===== src/rtl/gate_bist_pkg.sv =====
// Shared types and golden model for the 2-input logic unit self-test.
// State encoding, vector count and the expected {and,or,xor} response.
package gate_bist_pkg;

  typedef enum logic [1:0] {
    IDLE   = 2'd0,
    DRIVE  = 2'd1,
    SAMPLE = 2'd2,
    DONE   = 2'd3
  } state_e;

  localparam int NUM_VEC = 4;

  function automatic logic [2:0] gate_expect(
    input logic a,
    input logic b
  );
    return {a & b, a | b, a ^ b};
  endfunction

endpackage


===== src/rtl/gate_bist_cmp.sv =====
// Combinational response checker: golden truth table vs unit outputs.
// Ports: a, b, y_and, y_or, y_xor in; mismatch out (any bit differs).
module gate_bist_cmp
  import gate_bist_pkg::*;
(
  input  logic a,
  input  logic b,
  input  logic y_and,
  input  logic y_or,
  input  logic y_xor,
  output logic mismatch
);

  logic [2:0] exp_y;
  logic [2:0] got_y;

  assign exp_y    = gate_expect(a, b);
  assign got_y    = {y_and, y_or, y_xor};
  assign mismatch = |(exp_y ^ got_y);

endmodule


===== src/rtl/gate_bist.sv =====
// Self-test sequencer: walks {a,b} through 00..11, samples y_* after a
// settle time, reports fail map, error count, pass; busy/done status.
module gate_bist
  import gate_bist_pkg::*;
#(
  parameter int SETTLE_CYCLES = 2,
  parameter int CNT_W         = 8
) (
  input  logic       clk,
  input  logic       rst_n,
  input  logic       start,
  output logic       a,
  output logic       b,
  input  logic       y_and,
  input  logic       y_or,
  input  logic       y_xor,
  output logic       busy,
  output logic       done,
  output logic       pass,
  output logic [3:0] fail_vec,
  output logic [2:0] err_count
);

  localparam logic [CNT_W-1:0] CNT_LAST =
    CNT_W'(SETTLE_CYCLES - 1);
  localparam logic [1:0] IDX_LAST = 2'(NUM_VEC - 1);

  state_e           state_q;
  state_e           state_d;
  logic [1:0]       idx_q;
  logic [CNT_W-1:0] cnt_q;
  logic             a_q;
  logic             b_q;
  logic [3:0]       fail_q;
  logic [2:0]       err_q;
  logic             pass_q;
  logic             mismatch;
  logic             last_vec;

  assign last_vec = (idx_q == IDX_LAST);

  gate_bist_cmp u_cmp (
    .a        (a_q),
    .b        (b_q),
    .y_and    (y_and),
    .y_or     (y_or),
    .y_xor    (y_xor),
    .mismatch (mismatch)
  );

  always_ff @(posedge clk or negedge rst_n) begin
    if (!rst_n) begin
      state_q <= IDLE;
    end else begin
      state_q <= state_d;
    end
  end

  always_comb begin
    state_d = state_q;
    unique case (state_q)
      IDLE:   if (start) state_d = DRIVE;
      DRIVE:  if (cnt_q == CNT_LAST) state_d = SAMPLE;
      SAMPLE: state_d = last_vec ? DONE : DRIVE;
      DONE:   state_d = IDLE;
    endcase
  end

  always_comb begin
    busy = 1'b0;
    done = 1'b0;
    unique case (1'b1)
      (state_q == DRIVE),
      (state_q == SAMPLE): busy = 1'b1;
      (state_q == DONE):   done = 1'b1;
      default:             busy = 1'b0;
    endcase
  end

  always_ff @(posedge clk or negedge rst_n) begin
    if (!rst_n) begin
      idx_q  <= '0;
      cnt_q  <= '0;
      a_q    <= 1'b0;
      b_q    <= 1'b0;
      fail_q <= '0;
      err_q  <= '0;
      pass_q <= 1'b0;
    end else begin
      unique case (state_q)
        IDLE: begin
          if (start) begin
            idx_q  <= '0;
            cnt_q  <= '0;
            a_q    <= 1'b0;
            b_q    <= 1'b0;
            fail_q <= '0;
            err_q  <= '0;
            pass_q <= 1'b0;
          end
        end
        DRIVE: begin
          cnt_q <= cnt_q + 1'b1;
        end
        SAMPLE: begin
          if (mismatch) begin
            fail_q[idx_q] <= 1'b1;
            err_q         <= err_q + 3'd1;
          end
          if (last_vec) begin
            // Final verdict lands with the last sample so it is
            // already valid during the done cycle.
            pass_q <= (fail_q == 4'd0) && !mismatch;
            a_q    <= 1'b0;
            b_q    <= 1'b0;
          end else begin
            idx_q <= idx_q + 2'd1;
            cnt_q <= '0;
            {a_q, b_q} <= idx_q + 2'd1;
          end
        end
        DONE: begin
          a_q <= 1'b0;
          b_q <= 1'b0;
        end
      endcase
    end
  end

  assign a         = a_q;
  assign b         = b_q;
  assign pass      = pass_q;
  assign fail_vec  = fail_q;
  assign err_count = err_q;

endmodule


===== config.mk =====
export PLATFORM = sky130hd
export DESIGN_NAME = gate_bist
export DESIGN_NICKNAME = d
export VERILOG_FILES = /design/src/rtl/gate_bist_pkg.sv /design/src/rtl/gate_bist_cmp.sv /design/src/rtl/gate_bist.sv
export SDC_FILE = /design/constraint.sdc
export NUM_CORES = 1
export LEC_CHECK = 0
export CORE_MARGIN = 3
export CORE_UTILIZATION = 50
export CTS_CLUSTER_SIZE = 28
export DETAILED_ROUTE_END_ITERATION = 10
export PLACE_DENSITY_LB_ADDON = 0.1
export RECOVER_POWER = 50
export SYNTH_ARGS = -nofsm -noshare
export SYNTH_HDL_FRONTEND = slang
export SYNTH_SLANG_ARGS = --single-unit

===== constraint.sdc =====
create_clock -name clk -period 4.2 [get_ports clk]
set_input_delay 0.63 -clock clk [delete_from_list [all_inputs] [get_ports clk]]
set_output_delay 0.63 -clock clk [all_outputs]
set_load 0.005 [all_outputs]

; Word level (Yosys, flattened, before mapping)
; Index checks and enable logic that the tools add are counted.
[totals]
reg_bits = 22
inputBits = 6
output_inout_bits = 12
[op_classes]
n_addsub = 3
order_cmp = 2
n_eq_ne = 10
muxes = 27
bitwise = 5
n_reduce_logical = 16
[ops]
columns = op, count
row1 = 8-bit one-hot mux with 3 select lines, 1
row2 = 8-bit 2-to-1 mux, 2
row3 = 3-bit AND reduction, 4
row4 = 2-bit 2-to-1 mux, 5
row5 = 2-bit != test (second input constant), 5
row6 = 8-bit by 1-bit adder with 8-bit output (second input constant), 1
row7 = 8-bit by 1-bit equality test with 1-bit output (second input constant), 1
row8 = 4-bit 2-to-1 mux, 2
row9 = 2-bit one-hot mux with 4 select lines, 1
row10 = 4-bit one-hot mux with 2 select lines, 1
row11 = 1-bit 2-to-1 mux, 7
row12 = 2-bit equality test (second input constant), 3
row13 = 3-bit 2-to-1 mux, 2
row14 = 1-bit one-hot mux with 3 select lines, 2
row15 = 3-bit one-hot mux with 2 select lines, 1
row16 = 3-bit nonzero test, 2
row17 = 4-bit logical NOT, 1
row18 = 4-bit OR, 1
row19 = 2-bit one-hot mux with 2 select lines, 1
row20 = 2-bit AND reduction, 2
row21 = 3-bit by 1-bit adder with 3-bit output (second input constant), 1
row22 = 2-bit by 3-bit less-than comparator with 1-bit output (second input constant), 1
row23 = 3-bit OR reduction, 1
row24 = 3-bit bitwise XOR, 1
row25 = 13 further kinds, 14

; Logic depth before layout (Yosys ltp)
; Gate-level depths: netlist of run 1.
[depth]
word_depth = 7
depth_mapped = 7
mapped_depth_nobuf = 6

; Modules after synthesis
; A second synthesis of run 1 with hierarchy kept.
[hier_totals]
cells_unflattened = 142
hier_area_um2 = 1333.8
[by_module_without_submodules]
columns = mod, instances, cells_each, area_per_inst_um2, seq_area_each_um2
row1 = gate_bist, 1, 134, 1270.0, 550.5
row2 = gate_bist_cmp, 1, 8, 63.8, 0.0

; Least setup slack after synthesis of run 1
; Ideal clock, no wire load.
[synth_timing]
kind = flip-flop to flip-flop
startpoint = register a_q (netlist: a)
endpoint = register err_q[2] (netlist: err_count[2])
setup_time_ns = 0.124
arrival_ns = 1.489
t_required_ns = 4.076
slack_ns = 2.588
path_stages_with_launch = 7
n_path_buf = 0
cell_sequence = dfrtp_1 -> inv_1 -> ha_1 -> xnor2_1 -> nand3_2 -> and4_1 -> a211o_1
[synth_between]
elab_chain_cells = 5
[synth_rtl]
columns = element, line_no
row1 = "start, declared", gate_bist.sv:32  ; logic a_q;
row2 = "start signal, assigned", gate_bist.sv:119  ; {a_q, b_q} <= idx_q + 2'd1;
row3 = 1-bit bitwise XOR (tied with other cells), gate_bist_pkg.sv:18  ; return {a & b, a | b, a ^ b};
row4 = 3-bit bitwise XOR (*), gate_bist_cmp.sv:19  ; assign mismatch = |(exp_y ^ got_y);
row5 = 3-bit OR reduction (*), gate_bist_cmp.sv:19
row6 = 2-bit != test (no source line) (*), n/a
row7 = 3-bit AND reduction (no source line) (*), n/a
row8 = "end signal, assigned", gate_bist.sv:108  ; err_q <= err_q + 3'd1;
row9 = "end, declared", gate_bist.sv:35  ; logic [2:0] err_q;
; Every way passes the cells marked *; elsewhere a longest branch is shown, timed or not.
; A chain may end at the register's enable or synchronous reset.

; Worst setup path in the final report of run 1
[layout_timing]
startpoint = input start
endpoint = register err_q[2] (netlist: err_count[2])
[layout_between]
elab_chain_cells = 2
[layout_rtl]
columns = element, line_no
row1 = "start, declared", gate_bist.sv:11  ; input logic start,
row2 = 2-bit != test (no source line), n/a
row3 = 3-bit AND reduction (no source line), n/a
; No other way between the ends.

==> metrics.txt, run 1 <==
# TYPE chip_impl_metric gauge
chip_impl_metric{name="required",unit="ps"} 4410
chip_impl_metric{name="areaGrowthSynthToFinish",unit="%"} 14.3
chip_impl_metric{name="final_util",unit="%"} 62.2
chip_impl_info{name="holdPathEnd",value="cnt_q[7]"} 1
chip_impl_info{name="worstHoldStart",value="cnt_q[7]"} 1
chip_impl_metric{name="detail_route.wl_per_cell",unit="um"} 14.5
chip_impl_metric{name="worst-endpoint-arrival",unit="ps"} 2490
chip_impl_info{name="critical_register_to_register_path_endpoint",value="err_count[2]"} 1
chip_impl_metric{name="port_buffers",unit=""} 17
chip_impl_metric{name="filler_cell_count",unit=""} 245
chip_impl_metric{name="yosys-mux-area-fraction",unit="%"} 1.43
chip_impl_metric{name="worst_r2r_path_depth",unit=""} 5
chip_impl_metric{name="path_max_fanout",unit=""} 16
chip_impl_metric{name="drv.max_cap_violation_count",unit=""} 0
chip_impl_metric{name="number_of_iterations_in_the_first_detailed_routing_pass",unit=""} 4
chip_impl_metric{name="clock_slew_seen_by_the_registers_of_the_worst_setup_and_hold_paths",unit="ps"} 120
chip_impl_metric{name="combinationalPowerShare",unit="%"} 56.8
chip_impl_metric{name="synthDominantCellAreaShare",unit="%"} 39.4
chip_impl_metric{name="final_hold_vio_count",unit=""} 0
chip_impl_info{name="synth_top_cell_by_area",value="dfrtp_1"} 1
chip_impl_metric{name="detailedPlacementHpwl",unit="um"} 1950
chip_impl_metric{name="ys_seq_elements",unit=""} 22
chip_impl_info{name="run_status",value="completed"} 1
chip_impl_metric{name="power_density",unit="nW/um2"} 626
chip_impl_metric{name="cts_made_buffers",unit=""} 3
chip_impl_metric{name="worst_skew_pair.late_latency",unit="ps"} 310
chip_impl_metric{name="floorplan.core_area",unit="um2"} 2570
chip_impl_metric{name="hold_ws",unit="ps"} 512
chip_impl_metric{name="postRouteAntennaNets",unit=""} 0
chip_impl_metric{name="drt_first_iter_violations",unit=""} 42
chip_impl_info{name="rr_startpoint",value="state_q[0]"} 1
chip_impl_metric{name="grt_antenna_before_repair",unit=""} 0
chip_impl_metric{name="avgViaCountPerCell",unit=""} 5.75
chip_impl_metric{name="slew-limit-headroom",unit="%"} 32.4
chip_impl_metric{name="cts_repair_resize_count",unit=""} 0
chip_impl_metric{name="total_power",unit="W"} 0.00100
chip_impl_info{name="criticalPathCategory",value="in2reg"} 1
chip_impl_metric{name="post_route_cells_drive_above_1_share",unit="%"} 6.88
chip_impl_metric{name="grt_first_pass_wirelength",unit="um"} 4800
chip_impl_metric{name="synthAdderAreaFrac",unit="%"} 12.5
chip_impl_metric{name="ys.warnings.count",unit=""} 0
chip_impl_info{name="tritoncts_clock_tree",value="built"} 1
chip_impl_metric{name="antenna_cells",unit=""} 0
chip_impl_metric{name="postSynth.asyncResetShare",unit="%"} 100
chip_impl_metric{name="nets",unit=""} 182
chip_impl_metric{name="largest_voltage_drop_on_the_vdd_net",unit="mV"} 0.442
chip_impl_metric{name="p_sw",unit="W"} 0.000437
chip_impl_metric{name="overflow",unit=""} 0
chip_impl_metric{name="sequentialPowerShare",unit="%"} 33.5
chip_impl_metric{name="die_footprint",unit="um2"} 3470
chip_impl_metric{name="timing.final.max_slew_violations",unit=""} 0
chip_impl_metric{name="synth_compound_area_share",unit="%"} 20.5
chip_impl_info{name="synth_top_family_by_area",value="compound AO/OA/AOI/OAI gates"} 1
chip_impl_info{name="cts.root.buffer_cell",value="clkbuf_4"} 1
chip_impl_metric{name="io_pins",unit=""} 18
chip_impl_metric{name="cellLeakagePower",unit="nW"} 0.739
chip_impl_metric{name="drc_errors",unit=""} 0
chip_impl_info{name="worstHoldPathType",value="reg2reg"} 1
chip_impl_metric{name="clock_power_share",unit="%"} 9.7
chip_impl_info{name="ys_dominant_reg_cell",value="dfrtp_1"} 1
chip_impl_metric{name="synthXorXnorAreaFrac",unit="%"} 1.88
chip_impl_metric{name="initial_utilization",unit="%"} 54.4
chip_impl_metric{name="final_critical_delay_including_setup_and_external_delays",unit="ps"} 2280
chip_impl_metric{name="synth_seq_area_share",unit="%"} 39.4
chip_impl_metric{name="post_synth_and_or_nand_nor_area_fraction",unit="%"} 19.4
chip_impl_info{name="crit_path_start_kind",value="primary input"} 1
chip_impl_metric{name="dr_total_vias",unit=""} 1093
chip_impl_metric{name="postRouteWirelength",unit="um"} 2760
chip_impl_metric{name="place.gp.congestion",unit=""} 0.715
chip_impl_metric{name="setup_violation_total_in_the_final_timing_report",unit=""} 0
chip_impl_info{name="most-common-layout-cells",value="22 x dfrtp_1, 14 x ha_1, 12 x nand2_1, 11 x clkdlybuf4s50_1, 10 x nor2_1"} 1
chip_impl_metric{name="timing.fmax",unit="MHz"} 439
chip_impl_metric{name="count_of_mapped_cells_out_of_synthesis",unit=""} 144
chip_impl_metric{name="finalWorstSetupSlack",unit="ps"} 1920
chip_impl_metric{name="fp-row-count",unit=""} 18
chip_impl_info{name="ys_top_cells_by_area",value="dfrtp_1 39%, ha_1 13%, o21ai_0 3.2%"} 1
chip_impl_info{name="rsz0062_at_grt",value="no"} 1
chip_impl_metric{name="maximum_number_of_pins_on_one_net_before_global_route_repair",unit=""} 23
chip_impl_metric{name="final.period_utilization",unit="%"} 54.2
chip_impl_metric{name="internal_power",unit="W"} 0.000563
chip_impl_metric{name="htree_num_levels",unit=""} 1
chip_impl_metric{name="synth_fp_nets",unit=""} 164
chip_impl_metric{name="width_of_the_die",unit="um"} 58.9
chip_impl_metric{name="syn-mean-instance-area",unit="um2"} 9.71
chip_impl_metric{name="timing.reg2reg.setup_slack",unit="ps"} 2170
chip_impl_metric{name="cts_hold_buffers",unit=""} 0
chip_impl_metric{name="synth_edf_count",unit=""} 0
chip_impl_metric{name="cell_depth_of_the_worst_min_delay_path",unit=""} 2
chip_impl_metric{name="clock_tree.buffer_depth",unit=""} 2
chip_impl_metric{name="grt_use_total",unit="%"} 18.1
chip_impl_metric{name="postCtsSetupRepairBufs",unit=""} 0
chip_impl_info{name="timing.critical_path.to_type",value="register"} 1
chip_impl_metric{name="worst_pin_slew",unit="ps"} 1010
chip_impl_metric{name="finalClockSkew",unit="ps"} 6.91
chip_impl_metric{name="via_count_of_the_first_global_routing_pass",unit=""} 1030
chip_impl_metric{name="pre_cts_slack",unit="ps"} 1710
chip_impl_info{name="most_common_cell_after_layout_fill_and_taps_aside",value="dfrtp_1"} 1
chip_impl_metric{name="power_switching_share",unit="%"} 43.7
chip_impl_metric{name="mappedNetlistArea",unit="um2"} 1400
chip_impl_metric{name="floorplan.die.height",unit="um"} 58.9
chip_impl_metric{name="unique_masters_post_synth",unit=""} 43
chip_impl_metric{name="total_negative_slack_for_setup_checks",unit="ps"} 0
chip_impl_metric{name="tritoncts_num_sinks",unit=""} 22
routing by layer:
layer  wire length, um  track usage, %  vias to the layer above
met1              1490            27.4                      512
met3                76            2.85                        5
met4                40            6.80                        0
met5                 0               0                        -
met2              1160            25.9                       17
li1                  -               -                      559
power groups by stage:
stage,combinational (W),sequential (W),clock [W]
3_5_place_dp,0.000567,0.000339,0
3_3_place_gp,0.000556,0.000336,0
4_1_cts,0.000575,0.000334,0.000100
6_report,0.000568,0.000335,0.0000974
5_1_grt,0.000639,0.000347,0.000108
2_1_floorplan,0.000403,0.000330,0
worst max path at each step:
stage                     from           end  slack, ps  cells after the start
finish                   start  err_count[2]       1920                      4
global route             start          pass       1780                      5
CTS                 state_q[1]          busy       1940                      3
floorplan                    a  err_count[2]       2590                      6
detailed placement       start  err_count[2]       1710                      4
global placement         start  err_count[2]       1780                      4
area by class of cell:
class	count	area, um2	share of cell area (%)
multi-input cells	108	779	48.8
flip-flops and latches	22	551	34.5
repair buffers	17	170	10.6
inverters	10	37.5	2.35
well taps	30	37.5	2.35
clock buffers	3	22.5	1.41
flip-flops by register name, indices dropped and copies added, names as in the netlist:
| register | flops |
|---|---|
| pass | 1 |
| a | 1 |
| fail_vec | 4 |
| state_q | 2 |
| idx_q | 2 |
| err_count | 3 |
| b | 1 |
| cnt_q | 8 |
Yosys cell counts, types with 2 or more instances:
master / n
ha_1: 14
xnor2_1: 2
buf_4: 2
o21ai_1: 3
nand2b_1: 2
mux2i_1: 2
o31ai_1: 4
a21oi_1: 8
a31oi_1: 7
nor3_1: 3
nor2_1: 10
inv_1: 9
nand3_1: 4
a41o_1: 3
nand4_1: 3
nand2_1: 12
o21ai_0: 9
dfrtp_1: 22
cells by family (layout without fill, tap and decap cells):
kind of cell    Yosys count  in the layout
mux                       2              2
compound gates           43             43
fa+ha+maj                14             14
flops                    22             22
simple gates             46             46
buf+inv                  14             30
xor+xnor                  3              3
critical path, cell delays in order:
cell and delay, ps:
dlygate4sd3_1 670, nand2b_1 580, o21ai_1 260, a211o_1 340
stage by stage:
stage          cells  instance area, um2
4_1_cts          190                1600
2_1_floorplan    144                1400
5_1_grt          190                1600
3_3_place_gp     187                1580
3_5_place_dp     187                1580
6_report         190                1600
Power figures use the tool's default switching activity.
==> run 2, diff against run 1 <==
clock period = 2.4 ns   (was 4.2 ns; I/O delays follow)
==> run 2 against run 1 <==
Sequential power is 76% higher; global-route usage rose by 1.0 points; clock skew decreased by 4.0 ps; non-clock buffer count grew 2; via count rose by 3.6%; clock power grew to 3.0 times the previous value; power grew 88%; first-iteration DRC count rose by 21%; critical path type is now reg2out; critical endpoint is now busy; highest routed layer unchanged.
==> metrics.txt, run 2 (synthesis gave the netlist of run 1 again) <==
# TYPE chip_impl_metric gauge
chip_impl_info{name="run_status",value="completed"} 1
chip_impl_metric{name="place.gp.congestion",unit=""} 0.800
chip_impl_metric{name="antenna_cells",unit=""} 0
chip_impl_metric{name="sequential_cell_area",unit="um2"} 551
chip_impl_metric{name="dr_total_vias",unit=""} 1132
chip_impl_metric{name="worst_pin_slew",unit="ps"} 1200
chip_impl_info{name="most-common-layout-cells",value="22 x dfrtp_1, 14 x ha_1, 12 x nand2_1, 10 x nor2_1, 10 x clkdlybuf4s50_1"} 1
chip_impl_metric{name="cts_repair_resize_count",unit=""} 0
chip_impl_metric{name="floorplan.core_area",unit="um2"} 2570
chip_impl_metric{name="power_density",unit="nW/um2"} 1140
chip_impl_metric{name="final_critical_delay_including_setup_and_external_delays",unit="ps"} 2000
chip_impl_metric{name="finalClockSkew",unit="ps"} 2.92
chip_impl_metric{name="filler_cell_count",unit=""} 228
chip_impl_info{name="cts.root.buffer_cell",value="clkbuf_4"} 1
chip_impl_metric{name="slew-limit-headroom",unit="%"} 20.1
chip_impl_metric{name="via_count_of_the_first_global_routing_pass",unit=""} 1132
chip_impl_metric{name="timing.reg2reg.setup_slack",unit="ps"} 490
chip_impl_metric{name="overflow",unit=""} 0
chip_impl_metric{name="tritoncts_num_sinks",unit=""} 22
chip_impl_metric{name="clock_slew_seen_by_the_registers_of_the_worst_setup_and_hold_paths",unit="ps"} 130
chip_impl_metric{name="largest_register_ffs",unit=""} 8
chip_impl_metric{name="total_negative_slack_for_setup_checks",unit="ps"} 0
chip_impl_info{name="critical_path.endpoint",value="busy"} 1
chip_impl_info{name="crit_path_start_kind",value="register"} 1
chip_impl_info{name="criticalPathCategory",value="reg2out"} 1
chip_impl_info{name="worstHoldPathType",value="reg2reg"} 1
chip_impl_metric{name="cts_hold_buffers",unit=""} 0
chip_impl_metric{name="final.period_utilization",unit="%"} 83.2
chip_impl_metric{name="postRouteAntennaNets",unit=""} 0
chip_impl_metric{name="post_route_cells_drive_above_1_share",unit="%"} 7.98
chip_impl_metric{name="avgViaCountPerCell",unit=""} 5.87
chip_impl_metric{name="drt_first_iter_violations",unit=""} 51
chip_impl_metric{name="timing.final.max_slew_violations",unit=""} 0
chip_impl_metric{name="width_of_the_die",unit="um"} 58.9
chip_impl_metric{name="detailedPlacementHpwl",unit="um"} 2110
chip_impl_info{name="timing.critical_path.to_type",value="output pin"} 1
chip_impl_metric{name="detail_route.wl_per_cell",unit="um"} 14.8
chip_impl_metric{name="floorplan.die.height",unit="um"} 58.9
chip_impl_metric{name="htree_num_levels",unit=""} 1
chip_impl_metric{name="post-route-cell-area",unit="um2"} 1640
chip_impl_metric{name="areaGrowthSynthToFinish",unit="%"} 17.3
chip_impl_metric{name="timing.fmax",unit="MHz"} 501
chip_impl_metric{name="worst_skew_pair.late_latency",unit="ps"} 310
chip_impl_info{name="rr_startpoint",value="state_q[0]"} 1
chip_impl_metric{name="path_max_fanout",unit=""} 5
chip_impl_metric{name="grt_antenna_before_repair",unit=""} 0
chip_impl_metric{name="postCtsSetupRepairBufs",unit=""} 0
chip_impl_info{name="cp_max_delay_cell",value="clkdlybuf4s50_1"} 1
chip_impl_metric{name="final_hold_vio_count",unit=""} 0
chip_impl_info{name="tritoncts_clock_tree",value="built"} 1
chip_impl_metric{name="initial_utilization",unit="%"} 54.4
chip_impl_metric{name="grt_first_pass_wirelength",unit="um"} 5110
chip_impl_metric{name="required",unit="ps"} 2040
chip_impl_metric{name="io_pins",unit=""} 18
chip_impl_metric{name="number_of_iterations_in_the_first_detailed_routing_pass",unit=""} 4
chip_impl_metric{name="die_footprint",unit="um2"} 3470
chip_impl_metric{name="maximum_number_of_pins_on_one_net_before_global_route_repair",unit=""} 23
chip_impl_metric{name="cts_made_buffers",unit=""} 3
chip_impl_info{name="worstHoldStart",value="cnt_q[7]"} 1
chip_impl_metric{name="drv.max_cap_violation_count",unit=""} 0
chip_impl_metric{name="drc_errors",unit=""} 0
chip_impl_metric{name="largest_voltage_drop_on_the_vdd_net",unit="mV"} 0.799
chip_impl_metric{name="postRouteWirelength",unit="um"} 2850
chip_impl_info{name="crit_chain",value="inv_1, ha_1, clkdlybuf4s50_1"} 1
chip_impl_metric{name="port_buffers",unit=""} 17
chip_impl_metric{name="fp-row-count",unit=""} 18
chip_impl_info{name="most_common_cell_after_layout_fill_and_taps_aside",value="dfrtp_1"} 1
chip_impl_metric{name="multi_input_comb_area",unit="um2"} 779
chip_impl_metric{name="worst-endpoint-arrival",unit="ps"} 1640
chip_impl_info{name="rsz0062_at_grt",value="no"} 1
chip_impl_metric{name="nets",unit=""} 184
chip_impl_metric{name="placed_cell_area",unit="um2"} 1590
chip_impl_info{name="max_flop_register",value="cnt_q"} 1
chip_impl_info{name="setup.worst_path.start",value="state_q[0]"} 1
chip_impl_metric{name="grt_use_total",unit="%"} 19.1
chip_impl_metric{name="cellLeakagePower",unit="nW"} 0.764
chip_impl_metric{name="cpPeakStageDelay",unit="ps"} 490
chip_impl_info{name="critical_register_to_register_path_endpoint",value="cnt_q[5]"} 1
chip_impl_metric{name="setup_violation_total_in_the_final_timing_report",unit=""} 0
chip_impl_metric{name="worst_r2r_path_depth",unit=""} 6
chip_impl_metric{name="clock_tree.buffer_depth",unit=""} 2
==> run 2: layout make-up <==
class	instances	area share, %
clock buffers	3	1.37
multi-input cells	108	47.6
well taps	30	2.29
flip-flops and latches	22	33.6
clock inverters	1	1.83
inverters	10	2.29
repair buffers	19	11.1
==> run 2: how the worst min path moves through the flow <==
stage	endpoint	slack, ps	cells past startpoint
6_report	cnt_q[7]	530	2
5_1_grt	pass	560	2
4_1_cts	a	380	2
3_5_place_dp	cnt_q[7]	500	2
3_3_place_gp	cnt_q[7]	510	2
2_1_floorplan	a	60	0
==> run 2: critical path, delay by kind of cell (launching register included) <==
family	cells	cell delay, ps
buf+inv	2	590
flops	1	450
fa+ha+maj	1	280
==> run 2: power by group <==
part | total, W | internal, W | switching, W
Sequential | 0.000591 | 0.000474 | 0.000117
Combinational | 0.000997 | 0.000455 | 0.000542
Clock | 0.000288 | 0.000169 | 0.000119
==> run 2: stage by stage <==
step | cells | setup WS, ps | total power, W | utilization (%) | hold slack (ps)
floorplan | 144 | 788 | 0.00128 | - | 64.4
global placement | 189 | 488 | 0.00158 | 61.9 | 506
detailed placement | 189 | 432 | 0.00161 | 61.9 | 502
CTS | 193 | 390 | 0.00190 | 64.0 | 383
global route | 193 | 315 | 0.00205 | 63.8 | 562
finish | 193 | 404 | 0.00188 | 63.8 | 532
==> run 2: per-layer routing <==
layer / up-vias / global-route usage, % / share of wire, %
li1: 565 / - / -
met1: 533 / 26.6 / 49
met2: 30 / 30.3 / 45
met3: 4 / 2.85 / 5.2
met4: 0 / 6.47 / 1.1
met5: - / 0 / 0
